File: src/rtl/seg_scan_ctrl_pkg.sv
// Shared types and constants for the seven-segment scan controller:
// FSM state encoding, the all-off pattern and the active-low hex glyph table.
package seg_pkg;

  typedef enum logic [1:0] {
    IDLE  = 2'd0,
    BLANK = 2'd1,
    SHOW  = 2'd2
  } scan_state_t;

  localparam logic [6:0] SEG_BLANK = 7'h7F;

  // Active-low gfedcba patterns for hex digits 0..F.
  localparam logic [6:0] SEG_GLYPH [16] = '{
    7'b100_0000, 7'b111_1001, 7'b010_0100, 7'b011_0000,
    7'b001_1001, 7'b001_0010, 7'b000_0010, 7'b111_1000,
    7'b000_0000, 7'b001_0000, 7'b000_1000, 7'b000_0011,
    7'b100_0110, 7'b010_0001, 7'b000_0110, 7'b000_1110
  };

endpackage

File: src/rtl/seg_scan_ctrl_hex_to_seg.sv
// Combinational hex nibble to active-low seven-segment pattern (bit0=a .. bit6=g).
module hex_to_seg
  import seg_pkg::*;
(
  input  logic [3:0] nibble,
  output logic [6:0] seg_n
);

  assign seg_n = SEG_GLYPH[nibble];

endmodule

File: src/rtl/seg_scan_ctrl.sv
// Time-multiplexed scan controller for NUM_DIGITS common-anode digits with a
// double-buffered display value. Optional macro: LEADING_ZERO_BLANK_EN.
module seg_scan_ctrl
  import seg_pkg::*;
#(
  parameter int NUM_DIGITS       = 4,
  parameter int CYCLES_PER_DIGIT = 1000,
  parameter int BLANK_CYCLES     = 8
) (
  input  logic                    clk,
  input  logic                    rst_n,
  input  logic                    enable,
  input  logic                    load,
  input  logic [4*NUM_DIGITS-1:0] value,
  output logic [6:0]              seg_n,
  output logic [NUM_DIGITS-1:0]   an_n,
  output logic                    frame_done,
  output scan_state_t             scan_state
);

  localparam int MAX_CYC = (CYCLES_PER_DIGIT > BLANK_CYCLES) ? CYCLES_PER_DIGIT : BLANK_CYCLES;
  localparam int CW      = (MAX_CYC > 2) ? $clog2(MAX_CYC) : 1;
  localparam int DW      = (NUM_DIGITS > 1) ? $clog2(NUM_DIGITS) : 1;

  localparam logic [CW-1:0] BLANK_LAST = CW'(BLANK_CYCLES - 1);
  localparam logic [CW-1:0] SHOW_LAST  = CW'(CYCLES_PER_DIGIT - 1);
  localparam logic [DW-1:0] DIGIT_LAST = DW'(NUM_DIGITS - 1);

  scan_state_t             state, state_nx;
  logic [CW-1:0]           cnt, cnt_nx;
  logic [DW-1:0]           digit, digit_nx;
  logic [4*NUM_DIGITS-1:0] shadow, active;
  logic [6:0]              seg_nx, glyph;
  logic [NUM_DIGITS-1:0]   an_nx;
  logic                    frame_nx;
  logic [3:0]              nibble;
  logic                    suppress;
  logic                    boundary;

  assign scan_state = state;
  // frame_done is high during the last show cycle, so that cycle is the frame boundary.
  assign boundary   = frame_done && enable;

  always_comb begin
    state_nx = state;
    cnt_nx   = cnt;
    digit_nx = digit;
    if (!enable) begin
      state_nx = IDLE;
      cnt_nx   = '0;
      digit_nx = '0;
    end else begin
      case (state)
        IDLE: begin
          state_nx = BLANK;
          cnt_nx   = '0;
          digit_nx = '0;
        end
        BLANK: begin
          if (cnt == BLANK_LAST) begin
            state_nx = SHOW;
            cnt_nx   = '0;
          end else begin
            cnt_nx = cnt + 1'b1;
          end
        end
        SHOW: begin
          if (cnt == SHOW_LAST) begin
            state_nx = BLANK;
            cnt_nx   = '0;
            digit_nx = (digit == DIGIT_LAST) ? '0 : digit + 1'b1;
          end else begin
            cnt_nx = cnt + 1'b1;
          end
        end
        default: begin
          state_nx = IDLE;
          cnt_nx   = '0;
          digit_nx = '0;
        end
      endcase
    end
  end

  // Outputs are computed from the next state so they register on the transition edge.
  always_comb begin
    nibble = '0;
    for (int i = 0; i < NUM_DIGITS; i++) begin
      if (digit_nx == DW'(i)) nibble = active[4*i +: 4];
    end
  end

  hex_to_seg u_hex_to_seg (
    .nibble (nibble),
    .seg_n  (glyph)
  );

`ifdef LEADING_ZERO_BLANK_EN
  logic [NUM_DIGITS-1:0] lead_zero;

  always_comb begin
    lead_zero = '0;
    lead_zero[NUM_DIGITS-1] = (active[4*NUM_DIGITS-1 -: 4] == 4'h0);
    for (int i = NUM_DIGITS - 2; i >= 0; i--) begin
      lead_zero[i] = lead_zero[i+1] && (active[4*i +: 4] == 4'h0);
    end
    suppress = (digit_nx != '0) && lead_zero[digit_nx];
  end
`else
  assign suppress = 1'b0;
`endif

  always_comb begin
    an_nx  = '1;
    seg_nx = SEG_BLANK;
    if (state_nx == SHOW) begin
      an_nx[digit_nx] = 1'b0;
      if (!suppress) seg_nx = glyph;
    end
    frame_nx = (state_nx == SHOW) && (digit_nx == DIGIT_LAST) && (cnt_nx == SHOW_LAST);
  end

  always_ff @(posedge clk or negedge rst_n) begin
    if (!rst_n) begin
      state      <= IDLE;
      cnt        <= '0;
      digit      <= '0;
      shadow     <= '0;
      active     <= '0;
      seg_n      <= SEG_BLANK;
      an_n       <= '1;
      frame_done <= 1'b0;
    end else begin
      state      <= state_nx;
      cnt        <= cnt_nx;
      digit      <= digit_nx;
      seg_n      <= seg_nx;
      an_n       <= an_nx;
      frame_done <= frame_nx;
      if (load) shadow <= value;
      // A load on the boundary bypasses the shadow so the newest value wins.
      if (load && (state == IDLE || boundary)) active <= value;
      else if (boundary)                       active <= shadow;
    end
  end

endmodule

File: config.mk
export PLATFORM = sky130hd
export DESIGN_NAME = seg_scan_ctrl
export DESIGN_NICKNAME = d
export VERILOG_FILES = /design/src/rtl/seg_scan_ctrl_pkg.sv /design/src/rtl/seg_scan_ctrl_hex_to_seg.sv /design/src/rtl/seg_scan_ctrl.sv
export SDC_FILE = /design/constraint.sdc
export NUM_CORES = 1
export LEC_CHECK = 0
export CORE_ASPECT_RATIO = 0.9
export CORE_UTILIZATION = 60
export CTS_CLUSTER_DIAMETER = 150
export CTS_CLUSTER_SIZE = 12
export DETAILED_ROUTE_END_ITERATION = 8
export GPL_TIMING_DRIVEN = 0
export PLACE_DENSITY = 0.89
export SETUP_SLACK_MARGIN = 0.1
export SLEW_MARGIN = 20
export SYNTH_ARGS = -nofsm -noshare
export SYNTH_HDL_FRONTEND = slang
export SYNTH_SLANG_ARGS = --single-unit
File: constraint.sdc
create_clock -name clk -period 7.3 [get_ports clk]
set_input_delay 0.73 -clock clk [delete_from_list [all_inputs] [get_ports clk]]
set_output_delay 0.73 -clock clk [all_outputs]
set_load 0.1 [all_outputs]
==> parameters.txt <==
Parameter                              Value

Worst setup path
  Maximum cell stage delay along the critical path    0.55 ns
  CP Capture Type    flop
  Arrival time of data at the critical path endpoint    3.65 ns
  Worst R2R Path Depth    12
  Number of cells on the critical path    12
  Critical path's most frequent cell    sky130_fd_sc_hd__inv_1
  Max FO, Critical Path    7
  Buf/Inv on CP    3
  Crit path required time    7.57 ns
  Dominant delay contributor by cell family on the critical path    compound AO/OA/AOI/OAI gates
  CP Class    reg -> reg
  Startpoint kind of the worst setup timing path    flop
  Crit path max-delay cell type    sky130_fd_sc_hd__o311ai_1
  Ordered list of cells on the worst path    inv_1 > ha_1 > and4bb_2 > a32o_2 > nor2_1 > nand2_1 > o311ai_1 > inv_1 > ha_1 > inv_1 > mux2i_1 > a221o_1

Synthesis
  Synth area leaders    sky130_fd_sc_hd__dfrtp_1, sky130_fd_sc_hd__dfstp_2, sky130_fd_sc_hd__nor2_1
  Flip-flop cell with the highest count after synthesis    sky130_fd_sc_hd__dfrtp_1
  Library cell occupying the most area in the post-synthesis netlist    sky130_fd_sc_hd__dfrtp_1
  Synthesis-stage register bit count    58
  Synthesized area    0.00306 sq mm
  Most repeated cell in the gate-level netlist after synthesis    sky130_fd_sc_hd__nor2_1
  Share of Yosys cell area claimed by the top area cell type    38.4%
  Synth warn    0
  Number of distinct library cell variants in the gate-level netlist after synthesis    62
  Share of synthesized area occupied by flip-flops and latches    47.9%
  Synthesized area per cell    10.5 sq um
  Most numerous cell types in the synthesized netlist    sky130_fd_sc_hd__nor2_1, sky130_fd_sc_hd__dfrtp_1, sky130_fd_sc_hd__mux2_2
  Number of enable-type register cells in the synthesized netlist    0
  Post-synthesis async set-or-reset flop share    100%
  Cells after Synth    292
  Net count after synthesis    324

Detailed routing
  Antenna Nets Post-Route    0
  Drt pass-1 iters    5
  Total number of vias    2,358
  Final routed wirelength across all metal layers    6340 um
  Routed wire length on met2    3020 um
  Average via count per standard cell    5.82
  Wire length on met3    338 um
  DRC    0
  Average wire per cell in the routed design    15.6 um
  Sum of routed wire segments on met1    2870 um
  Initial DRC Count    192
  Uppermost layer routed    met4

Floorplanning
  Standard-cell rows    24
  X dimension of the die    77.3 um
  Floorplan core area    0.00486 sq mm
  I/O pins    34
  Area enclosed by the die boundary    0.00539 sq mm
  DIE HEIGHT    69.8 um
  Initial Utilization    62.9%

Global route
  Number of global-route vias before repair    2,331
  First-pass GRT wire length    11,000 um
  Total overflow reported by the global router    0
  Number of antenna violations at the first check in global routing    0
  Maximum number of pins on one net before global-route repair    59
  Overall global routing resource usage    27.0%

Finish
  Antenna fix cells    0
  Post-layout nets    367
  Multi-input gate area    0.00147 sq mm
  Area delta synth->final    19.6%
  Finished layout cell area    0.00366 sq mm
  Final cell utilization of the core    75.3%
  Fraction of final layout cells sized beyond drive strength 1    19.7%
  Footprint of the flip-flops and latches    0.00147 sq mm
  Total of fill cells in the finished design    364

STA
  Post-route setup slack    3.93 ns
  Fin Clk Skew    0.0116 ns
  Worst Tran Pin Value    0.974 ns
  Endpoints failing setup    0
  Fin crit period    3.37 ns
  Count of endpoints failing hold in the final timing report    0
  Achievable clock frequency    296 MHz
  Post-route clock period utilization    46.2%
  Setup total negative slack    0 ns
  Max-slew violation count    0
  Unrepaired setup endpoints after global routing    no
  Worst slew margin relative to its limit    34.9%

Placement
  Port bufs    32
  Final weighted congestion in routability-driven placement    0.851
  Setup slack at placement    3.95 ns
  Cell area after placement    0.00346 sq mm
  Half-perimeter wire length of the detailed placement result    4460 um

Clock tree
  Buffers inserted by post-CTS timing repair    0
  TritonCTS clock tree    built
  CTS clock-pin slew for the worst setup and hold paths    0.07 ns
  Total of cells resized after clock tree synthesis    0
  Buffer levels on the longest clock path    2
  Clock Latency Late Sink    0.35 ns
  Clock buffers created by TritonCTS    9
  Number of H-tree levels    3
  Total clock sinks    58
  Hold-fix buffers at CTS    0
  Cell chosen for the clock root    sky130_fd_sc_hd__clkbuf_8

Power
  Highest ir drop seen on vdd    145 uV
  Lkg Pwr    1.51 nW
  Gate power share    13.8%
  Net Sw Frac    27.7%
  P_sw    0.211 mW
  Total internal power    0.551 mW
  Clk pwr share    39.1%
  Relative contribution of sequential cells to total power    47.1%
  Power per cell area    208 mW/mm^2

Run
  Reported max-cap violation count    0

Run status
  Run status    complete, no violations

Min path
  Path category of the worst min-delay check    in -> async
[layout make-up]
class                           count  share of cell area, %
Tap cell                           65                   2.22
Inverter                           14                   1.43
Timing Repair Buffer               32                   8.68
Sequential cell                    58                   40.0
Multi-Input combinational cell    206                   40.1
Clock buffer                        9                   3.38
Clock inverter                      7                   2.12
Buffer                             14                   2.08
[layer usage]
metal,vias to the layer above,global-route usage [%]
met3,10,9.47
met1,1151,35.9
li1,1134,-
met2,63,41.3
met5,-,0
met4,0,8.81
[registers in the layout, indices dropped and copies added (netlist names)]
signal and flops:
scan_state 2, active 16, cnt 10, digit 2, seg_n 7, frame_done 1
an_n 4, shadow 16
[cells in the final DEF, fill, tap and decap left out, drive strengths merged, types with 3 or more instances in the layout]
cell           synthesis  final
and2                   3      3
ha                    12     12
clkdlybuf4s50          0     31
inv                   14     16
nand2                 14     14
mux2i                  4      4
nand2b                 4      4
or2                    3      3
xnor2                  7      7
clkinvlp               0      4
a221o                  3      3
dfstp                 11     11
mux2                  18     18
o22ai                 16     16
a31oi                  4      4
buf                    4      5
nor2                  53     53
clkbuf                10     19
nand4                  5      5
nand3                 10     10
o21ai                 10     10
dfrtp                 47     47
[through the flow]
| stage | hold WS, ns | total power, mW | instances |
|---|---|---|---|
| floorplan | 0.434 | 0.431 | 292 |
| global placement | 0.483 | 0.464 | 389 |
| detailed placement | 0.488 | 0.469 | 389 |
| CTS | 0.453 | 0.769 | 405 |
| global route | 0.474 | 0.800 | 405 |
| finish | 0.427 | 0.762 | 405 |
[path summary, 6_finish.rpt]
kind / slack, ns / from / end
min in group clk: 0.50 / cnt[0]$_DFF_PN0_ / cnt[0]$_DFF_PN0_
worst min-delay path: 0.43 / rst_n / digit[0]$_DFF_PN0_
worst max-delay path: 3.93 / scan_state[0]$_DFF_PN0_ / seg_n[5]$_DFF_PN1_
worst min register to register: 0.50 / cnt[0]$_DFF_PN0_ / cnt[0]$_DFF_PN0_
worst max register to register: 3.93 / scan_state[0]$_DFF_PN0_ / seg_n[5]$_DFF_PN1_
max in group asynchronous: 6.41 / rst_n / shadow[1]$_DFFE_PN0P_
[power groups by stage]
stage                     Combinational, mW  Clock [mW]  Sequential, mW
after global placement                0.101           0           0.363
after detailed placement              0.105           0           0.364
after CTS                             0.106       0.305           0.358
after floorplan                      0.0696           0           0.361
final                                 0.105       0.298           0.359
after global routing                  0.117       0.322           0.361
[logic make-up after synthesis]
| kind of cell | synth area share (%) |
|---|---|
| AND/OR/NAND/NOR | 16.9 |
| flip-flops | 47.9 |
| AO/OA/AOI/OAI | 15.5 |
| buffers and inverters | 4.21 |
| multiplexers | 8.05 |
| adder cells (fa/ha/maj) | 4.90 |
| XOR/XNOR | 2.57 |
No activity file was read; power rests on OpenSTA's default activity.
